===== src/rtl/dvs_window_controller.sv =====
// Purpose : DVS event-windowing front end (count / time / either-first / off) with polarity filter and stats.
// Latency : accepted event forwarded 1 cycle later; window-close trigger in the same cycle as its closing event's forward.
// Backpress: event_ready = out_ready & not-closing & !rst; out_valid must be consumed unconditionally, one bubble per window.
//
// Ports: clk/rst (sync, active-high); cfg_* live configuration; event_* ready/valid input stream;
//        out_* registered forwarded event (single-cycle out_valid); compute_trigger one-cycle close pulse
//        with window_count / window_span / window_cause holding the statistics of the last closed window.
module dvs_window_controller #(
    parameter int X_BITS   = 7,
    parameter int Y_BITS   = 7,
    parameter int TS_BITS  = 16,
    parameter int CNT_BITS = 16
) (
    input  logic                clk,
    input  logic                rst,
    input  logic [1:0]          cfg_mode,
    input  logic [CNT_BITS-1:0] cfg_window_events,
    input  logic [TS_BITS-1:0]  cfg_window_ts,
    input  logic [1:0]          cfg_pol_mask,
    input  logic                event_valid,
    output logic                event_ready,
    input  logic [X_BITS-1:0]   event_x,
    input  logic [Y_BITS-1:0]   event_y,
    input  logic                event_polarity,
    input  logic [TS_BITS-1:0]  event_ts,
    input  logic                out_ready,
    output logic                out_valid,
    output logic [X_BITS-1:0]   out_x,
    output logic [Y_BITS-1:0]   out_y,
    output logic                out_polarity,
    output logic [TS_BITS-1:0]  out_ts,
    output logic                compute_trigger,
    output logic [CNT_BITS-1:0] window_count,
    output logic [TS_BITS-1:0]  window_span,
    output logic [1:0]          window_cause
);

    typedef enum logic [1:0] {
        IDLE  = 2'd0,
        OPEN  = 2'd1,
        CLOSE = 2'd2
    } state_t;

    localparam logic [1:0] MODE_COUNT = 2'd0;
    localparam logic [1:0] MODE_TIME  = 2'd1;
    localparam logic [1:0] MODE_EITHER = 2'd2;
    localparam logic [1:0] MODE_OFF   = 2'd3;

    state_t              state_q, state_d;
    logic [CNT_BITS-1:0] count_q, count_d;
    logic [TS_BITS-1:0]  start_q, start_d;

    logic                accept;
    logic                counted;
    logic [CNT_BITS-1:0] count_new;
    logic [CNT_BITS-1:0] thresh;
    logic [TS_BITS-1:0]  base_ts;
    logic [TS_BITS-1:0]  span_new;
    logic                count_hit;
    logic                time_hit;
    logic                close_now;

    // The CLOSE cycle refuses input so the trigger cycle never overlaps a new window's first event.
    assign event_ready     = out_ready & (state_q != CLOSE) & ~rst;
    assign accept          = event_valid & event_ready;
    assign counted         = accept & cfg_pol_mask[event_polarity];
    assign compute_trigger = (state_q == CLOSE) & ~rst;

    // Close test for the event being counted this cycle. In IDLE the event opens the window,
    // so its own timestamp is the window start and the span is zero.
    always_comb begin
        count_new = (state_q == OPEN) ? (count_q + CNT_BITS'(1)) : CNT_BITS'(1);
        base_ts   = (state_q == OPEN) ? start_q : event_ts;
        span_new  = event_ts - base_ts;   // modular: wraps naturally across 2^TS_BITS
        thresh    = (cfg_window_events == '0) ? CNT_BITS'(1) : cfg_window_events;

        count_hit = 1'b0;
        if ((cfg_mode == MODE_COUNT) || (cfg_mode == MODE_EITHER)) begin
            count_hit = (count_new >= thresh);
        end else if (cfg_mode == MODE_TIME) begin
            // Time-only windows still must not let the counter wrap.
            count_hit = &count_new;
        end

        time_hit = ((cfg_mode == MODE_TIME) || (cfg_mode == MODE_EITHER)) &&
                   (span_new >= cfg_window_ts);

        close_now = counted && (cfg_mode != MODE_OFF) && (count_hit || time_hit);
    end

    always_ff @(posedge clk) begin
        if (rst) begin
            state_q <= IDLE;
            count_q <= '0;
            start_q <= '0;
        end else begin
            state_q <= state_d;
            count_q <= count_d;
            start_q <= start_d;
        end
    end

    always_comb begin
        state_d = state_q;
        count_d = count_q;
        start_d = start_q;
        case (state_q)
            IDLE: begin
                if (counted && (cfg_mode != MODE_OFF)) begin
                    start_d = event_ts;
                    count_d = count_new;
                    state_d = close_now ? CLOSE : OPEN;
                end
            end
            OPEN: begin
                if (counted) begin
                    count_d = count_new;
                    state_d = close_now ? CLOSE : OPEN;
                end
            end
            CLOSE: begin
                state_d = IDLE;
            end
            default: begin
                state_d = IDLE;
            end
        endcase
        if (close_now) begin
            count_d = '0;
        end
        // Disabled mode abandons any open window; the trigger of a window already in CLOSE still fires.
        if (cfg_mode == MODE_OFF) begin
            state_d = IDLE;
            count_d = '0;
        end
    end

    // Forwarding and statistics registers.
    always_ff @(posedge clk) begin
        if (rst) begin
            out_valid    <= 1'b0;
            out_x        <= '0;
            out_y        <= '0;
            out_polarity <= 1'b0;
            out_ts       <= '0;
            window_count <= '0;
            window_span  <= '0;
            window_cause <= 2'b00;
        end else begin
            out_valid <= counted;
            if (counted) begin
                out_x        <= event_x;
                out_y        <= event_y;
                out_polarity <= event_polarity;
                out_ts       <= event_ts;
            end
            if (close_now) begin
                window_count <= count_new;
                window_span  <= span_new;
                window_cause <= {time_hit, count_hit};
            end
        end
    end

endmodule


===== config.mk =====
export PLATFORM = sky130hd
export DESIGN_NAME = dvs_window_controller
export DESIGN_NICKNAME = d
export VERILOG_FILES = /design/src/rtl/dvs_window_controller.sv
export SDC_FILE = /design/constraint.sdc
export NUM_CORES = 1
export LEC_CHECK = 0
export CELL_PAD_IN_SITES_DETAIL_PLACEMENT = 1
export CELL_PAD_IN_SITES_GLOBAL_PLACEMENT = 1
export CORE_ASPECT_RATIO = 1.75
export CORE_UTILIZATION = 37
export DETAILED_ROUTE_END_ITERATION = 10
export GPL_ROUTABILITY_DRIVEN = 0
export PLACE_DENSITY = 0.89
export SLEW_MARGIN = 0
export SYNTH_ARGS = -nofsm -noshare
export SYNTH_HDL_FRONTEND = slang
export SYNTH_SLANG_ARGS = --single-unit
export TNS_END_PERCENT = 50

===== constraint.sdc =====
create_clock -name clk -period 5.9 [get_ports clk]
set_input_delay 0.59 -clock clk [delete_from_list [all_inputs] [get_ports clk]]
set_output_delay 0.59 -clock clk [all_outputs]
set_load 0.05 [all_outputs]

# ---- Yosys cells after proc, flatten, opt, wreduce, memory -nomap -nowiden
# Index checks and enable logic that the tools add are counted.
dict set report totals {
  regBits 100
}
dict set report op_classes {
  n_mux 14
  eq_ne 9
  bitwise 6
  addsub 2
  order_cmp 3
  reduce_logical 16
}
# op count
set ops {}
lappend ops {{$mux 16} 5}
lappend ops {{$ge 16x16->1} 2}
lappend ops {{$pmux 16 s2} 1}
lappend ops {{$add 16x1->16 const B} 1}
lappend ops {{$logic_not 16->1} 1}
lappend ops {{$reduce_and 16->1} 1}
lappend ops {{$sub 16x16->16} 1}
lappend ops {{$ne 2x2->1 const B} 4}
lappend ops {{$eq 2x2->1 const B} 3}
lappend ops {{$mux 2} 3}
lappend ops {{$and 1x1->1} 5}
lappend ops {{$eq 2x1->1 const B} 2}
lappend ops {{$logic_not 2->1} 2}
lappend ops {{$mux 1} 4}
lappend ops {{$pmux 2 s2} 1}
lappend ops {{$reduce_and 2->1} 2}
lappend ops {{$logic_and 1x1->1} 3}
lappend ops {{$logic_or 1x1->1} 3}
lappend ops {{$reduce_and 3->1} 1}
lappend ops {{$reduce_or 3->1} 1}
lappend ops {{$lt 1x2->1 const B} 1}
lappend ops {{$reduce_bool 2->1} 1}
lappend ops {{$reduce_or 2->1} 1}
lappend ops {{$not 1->1} 1}

# ---- Depth between registers and ports, before layout
# Gate-level depths: netlist of run 1.
dict set report depth {
  word_depth 10
  depth_mapped 26
  mapped_depth_nobuf 21
}

# ---- Worst setup path before layout of run 1
# OpenSTA, ideal clock, no wires.
dict set report synth_timing {
  kind {reg-to-reg}
  start {register state_q[0]}
  end {register count_q[0]}
  period_less_slack_ns 5.360
  arrival_time_ns 5.272
  path_stages_with_launch 24
  setup_slack_ns 0.540
  setup_time_ns 0.088
  path_cell_list {dfxtp_1 nor2b_1 clkbuf_1 buf_1 clkbuf_1 nand2_1 o21ai_0 ha_1 inv_1 fa_1 a211oi_1 nor2_1 o21ai_0 o21ai_0 a211oi_1 nor2_1 ha_1 a21oi_1 nor2b_1 a2111oi_0 o22ai_1 or4_4 buf_6 a311oi_2}
}
dict set report synth_via {
  elab_chain_cells 8
  elab_cells_between_ends 27
  classes_between {add/sub (1); order compare (2); eq/ne (4); mux (7); bitwise (4); reduce/logical (9)}
}
# item line_no
set synth_lines {}
lappend synth_lines {{from (decl)} 49} ;# state_t state_q, state_d;
lappend synth_lines {{from (signal assigned)} 97} ;# state_q <= state_d;
lappend synth_lines {{$eq 2x1->1} 73} ;# base_ts = (state_q == OPEN) ? start_q : event_ts;
lappend synth_lines {{$mux 16} 73}
lappend synth_lines {{$sub 16x16->16} 74} ;# span_new = event_ts - base_ts;
lappend synth_lines {{net span_new[10]} 58} ;# logic [TS_BITS-1:0] span_new;
lappend synth_lines {{$ge 16x16->1} 86} ;# (span_new >= cfg_window_ts);
lappend synth_lines {{$logic_and 1x1->1} 85} ;# time_hit = ((cfg_mode == MODE_TIME) || (cfg_mode == MODE_EITHER)) &&
lappend synth_lines {{$logic_or 1x1->1} 88} ;# close_now = counted && (cfg_mode != MODE_OFF) && (count_hit || time_hit);
lappend synth_lines {{$logic_and 1x1->1} 88}
lappend synth_lines {{$reduce_or 3->1 (no source line)} -}
lappend synth_lines {{to (signal assigned)} 98} ;# count_q <= count_d;
lappend synth_lines {{to (decl)} 50} ;# logic [CNT_BITS-1:0] count_q, count_d;
# The timed path passes the listed nets, and every way through them passes these cells. The select of a mux whose other input is x is not followed.
# A chain may end at the register's enable or synchronous reset.

# ---- Worst setup path in the final report of run 1
# Ends and elaborated chain as after synthesis.

==> metrics.md, run 1 <==
| Metric | Value |
|---|---|
| Mapped Nets | about 870 |
| GRT Residual Overflow | 0 |
| NetSw | 0.4924 mW |
| R2r worst-path depth | 17 |
| EDFF count, synth | 0 |
| Final Non-Filler Cells | 1057 |
| Power Internal | 1.172 mW |
| Initial antenna violation count | 0 |
| Slew @ Worst Pin | 0.8600 ns |
| IO Pins | 139 |
| Pre-CTS WS | approximately 0.43 ns |
| Die X | 97.39 um |
| Starting Density | 0.3810 |
| Worst Path Required | approximately 6.2 ns |
| Postcts setup bufs | 0 |
| Count of cell types in the netlist | 55 |
| CTS tree | built |
| Area of the mapped netlist | 5892 sq um |
| Clk pin slew, worst setup/hold paths | ~0.07 ns |
| Hold_buf cts | 0 |
| Period minus WS final | ~5.5 ns |
| Most used DFF post-synth | dfxtp_1 |
| Register area share after synthesis | 0.3398 |
| Layout cells sized above 1 | 0.06200 |
| Design Power | 1.665 mW |
| Cts repair resizes | 0 |
| Syn Inst Count | 749 |
| Min-Delay Endpoint | start_q[10] |
| Final period utilization | 0.9255 |
| Wire length per cell | 19.16 um |
| Ant diodes | 0 |
| First-pass GRT wire length | 31770 um |
| Slew headroom | 0.4267 |
| Clock skew | approximately 0.0064 ns |
| Vias per cell | approximately 5.6 |
| Initial DRC Count | between 200 and 250 |
| Critical Path Start Type | flop |
| Final ANT Viol Nets | 0 |
| Crit path max fanout | 16 |
| Number of warnings issued by yosys | 0 |
| Net Sw Frac | 0.2958 |
| Vias in the first global route | about 6300 |
| CTS Buf Count | 9 |
| Max cap viols | 0 |
| Port Buffers | 138 |
| DR vias | roughly 6000 |
| Final Slew Violations | 0 |
| Synthesized area per cell | 7.866 sq um |
| Placed Cells | approximately 1000 |
| Hold path depth | 2 |
| Max Root-Sink Buffers | 2 |
| Post-Route Setup TNS | 0 ns |
| Fmax | about 0.18 GHz |
| Post-Place Cell Area | 7432 sq um |
| DR pass1 iterations | 5 |
| Finished Cell Area | just under 8000 sq um |
| Fin nets | 990 |
| Outcome | complete, no violations |
| FILL cells | 1866 |
| RR Endpoint | count_q[0] |
| Largest net degree at the start of global routing | 86 |
| Clk Tree Root Cell | clkbuf_16 |
| Die area | 16450 sq um |
| HPWL Detailed | about 15000 um |
| Clock share of power | 0.371 |
| Worst Hold Launch | start_q[10] |
| H-Tree Depth | 3 |
| Crit Path Class | flop to flop |
| GRT Util Overall | 0.2437 |
| Worst min path class | flop to flop |
| Cell row count | 60 |
| Clock Sink Count | 100 |
| Setup-failing EPs final | 0 |
| Flip-flop and latch count after synthesis | 100 |
| Setup crit end kind | flop |
| DRT Wirelength | 20250 um |
| Combinational Power Share | 0.210 |
| DRC errors left | 0 |
| Async S/R FF share, synth | 0 |
| RR Startpoint | state_q[0] |
| Core box area | 15460 sq um |
| Reg2reg setup slack | 0.44 ns |
| Final worst setup slack | 0.4398 ns |
| Die Y-Extent | 168.9 um |
| Peak VDD IR | 0.1483 mV |
| RSZ-0062 raised after global routing | false |
| Data arrival, critical path | 5.71 ns |
| Hold Violations, Final | 0 |
| Growth of design area from synthesis to finish | 31.41% |
| Sequential fraction of design power | 0.419 |
| PwrDens | about 220 nW/um^2 |
| Clk Latency, worst-skew pair | about 0.35 ns |
| Total leakage power | 2.809 nW |
[cells by family after synthesis]
family	count (synthesis)	synth area share
AND/OR/NAND/NOR	272	0.2296
AO/OA/AOI/OAI	204	0.2022
flip-flops	100	0.3398
buffers and inverters	85	0.05882
adder cells (fa/ha/maj)	53	0.1138
multiplexers	18	0.03058
XOR/XNOR	17	0.02527
[final cells by class]
cell class	instances	area [sq um]	area share
Clock buffer	9	225.2	0.02909
Clock inverter	7	85.08	0.01099
Inverter	41	153.9	0.01988
Multi-Input combinational cell	564	3577	0.4620
Sequential cell	100	2002	0.2586
Tap cell	186	232.7	0.03006
Timing Repair Buffer	150	1466	0.1894
[critical path, cell delays in order, from the launching register on]
cell       delay, ns
dfxtp_1         0.40
nor2b_2         0.57
mux2i_1         0.39
ha_1            0.29
nor2b_1         0.14
o31a_1          0.28
o21ai_0         0.39
o21bai_1        0.12
a21oi_1         0.23
xnor2_1         0.17
ha_1            0.28
a21o_1          0.18
a21oi_1         0.13
nor2b_1         0.05
a2111oi_0       0.62
o22ai_2         0.19
or4_4           0.60
a311oi_2        0.31
[synth_stat cells, types with 2 or more instances]
master / n / share of area
o211ai_1: 2 / 0.0025
dfxtp_1: 100 / 0.34
buf_2: 6 / 0.0051
a21oi_1: 75 / 0.064
nand2b_1: 39 / 0.041
a211oi_1: 9 / 0.011
nor4_1: 7 / 0.0074
xor2_1: 5 / 0.0074
mux2i_1: 18 / 0.031
ha_1: 52 / 0.11
clkbuf_1: 28 / 0.018
a21oi_2: 8 / 0.012
a21o_1: 6 / 0.0076
and2_1: 2 / 0.0021
o21ai_0: 76 / 0.065
nand3_1: 33 / 0.028
nor2_1: 29 / 0.018
a31oi_1: 4 / 0.0042
or4_1: 4 / 0.0051
nor2_2: 2 / 0.0021
nor2b_1: 7 / 0.0074
o2111ai_1: 2 / 0.0030
inv_1: 41 / 0.026
buf_1: 6 / 0.0038
o21a_1: 6 / 0.0076
nor4_2: 3 / 0.0064
xnor2_1: 12 / 0.018
nand2_1: 114 / 0.073
buf_6: 2 / 0.0038
nor3_1: 8 / 0.0068
a2111oi_0: 3 / 0.0045
o31ai_1: 4 / 0.0051
nor4b_1: 2 / 0.0030
or3_1: 5 / 0.0053
nand4_1: 9 / 0.0096
[registers in the layout, summed over array words and instances, names as in the netlist]
| register | flops |
|---|---|
| window_cause | 2 |
| state_q | 2 |
| start_q | 16 |
| window_count | 16 |
| out_valid | 1 |
| out_polarity | 1 |
| out_x | 7 |
| window_span | 16 |
| out_ts | 16 |
| out_y | 7 |
| count_q | 16 |
[per-layer routing]
layer | global-route usage | routed length (um) | vias to the layer above
met5 | 0 | 0 | -
met4 | 0.1355 | 1028 | 0
met3 | 0.02642 | 495 | 57
met2 | 0.5014 | 11680 | 134
met1 | 0.2251 | 7050 | 2893
li1 | - | - | 2841
[power by group through the flow]
| stage | Sequential (mW) | Combinational (mW) | Clock (mW) |
|---|---|---|---|
| 5_1_grt | 0.699 | 0.379 | 0.653 |
| 3_3_place_gp | 0.712 | 0.337 | 0 |
| 3_5_place_dp | 0.713 | 0.347 | 0 |
| 2_1_floorplan | 0.751 | 0.167 | 0 |
| 4_1_cts | 0.697 | 0.351 | 0.626 |
| 6_report | 0.697 | 0.350 | 0.617 |
[stage by stage]
stage	utilization	hold slack, ns
4_1_cts	0.5006	0.4613
2_1_floorplan	-	0.4357
6_report	0.5006	0.4582
3_3_place_gp	0.4806	0.4411
5_1_grt	0.5006	0.4717
3_5_place_dp	0.4806	0.4503
[how the worst max path moves through the flow]
stage | from | slack [ns] | cells after the start | to
3_5_place_dp | event_ts[1] | 0.43 | 17 | count_q[0]
2_1_floorplan | state_q[0] | 0.54 | 23 | count_q[0]
3_3_place_gp | event_ts[0] | 0.74 | 19 | count_q[0]
6_report | state_q[0] | 0.44 | 17 | count_q[0]
5_1_grt | state_q[0] | 0.06 | 17 | count_q[0]
4_1_cts | state_q[0] | 0.42 | 17 | count_q[0]
[cell usage in the layout (no fill, tap or decap), types with 7 or more instances in the layout]
| master | count |
|---|---|
| xnor2_1 | 12 |
| ha_1 | 52 |
| a21oi_2 | 8 |
| nand2b_1 | 39 |
| nor4_1 | 7 |
| nand4_1 | 9 |
| nor2_1 | 29 |
| clkbuf_16 | 9 |
| nand3_1 | 33 |
| nor3_1 | 7 |
| inv_1 | 41 |
| dfxtp_1 | 100 |
| clkdlybuf4s50_1 | 137 |
| mux2i_1 | 18 |
| buf_4 | 12 |
| a211oi_1 | 9 |
| a21oi_1 | 75 |
| nand2_1 | 114 |
| o21ai_0 | 76 |
Note: power is estimated with default switching activity, not from simulation.
==> run 2, diff against run 1 <==
--- a/config.mk
+++ b/config.mk
@@ -5,6 +5,7 @@
 export SDC_FILE = /design/constraint.sdc
 export NUM_CORES = 1
 export LEC_CHECK = 0
+export ABC_CLOCK_PERIOD_IN_PS = 5900
 export CELL_PAD_IN_SITES_DETAIL_PLACEMENT = 1
 export CELL_PAD_IN_SITES_GLOBAL_PLACEMENT = 1
 export CORE_ASPECT_RATIO = 1.75
==> results of run 2 <==
The final DEF is identical to that of run 1; final timing and power are the same.
==> run 3, diff against run 2 <==
--- a/config.mk
+++ b/config.mk
@@ -11,7 +11,6 @@
 export CORE_ASPECT_RATIO = 1.75
 export CORE_UTILIZATION = 37
 export DETAILED_ROUTE_END_ITERATION = 10
-export GPL_ROUTABILITY_DRIVEN = 0
 export PLACE_DENSITY = 0.89
 export SLEW_MARGIN = 0
 export SYNTH_ARGS = -nofsm -noshare
==> results of run 3 <==
The final DEF is identical to that of run 1; final timing and power are the same.
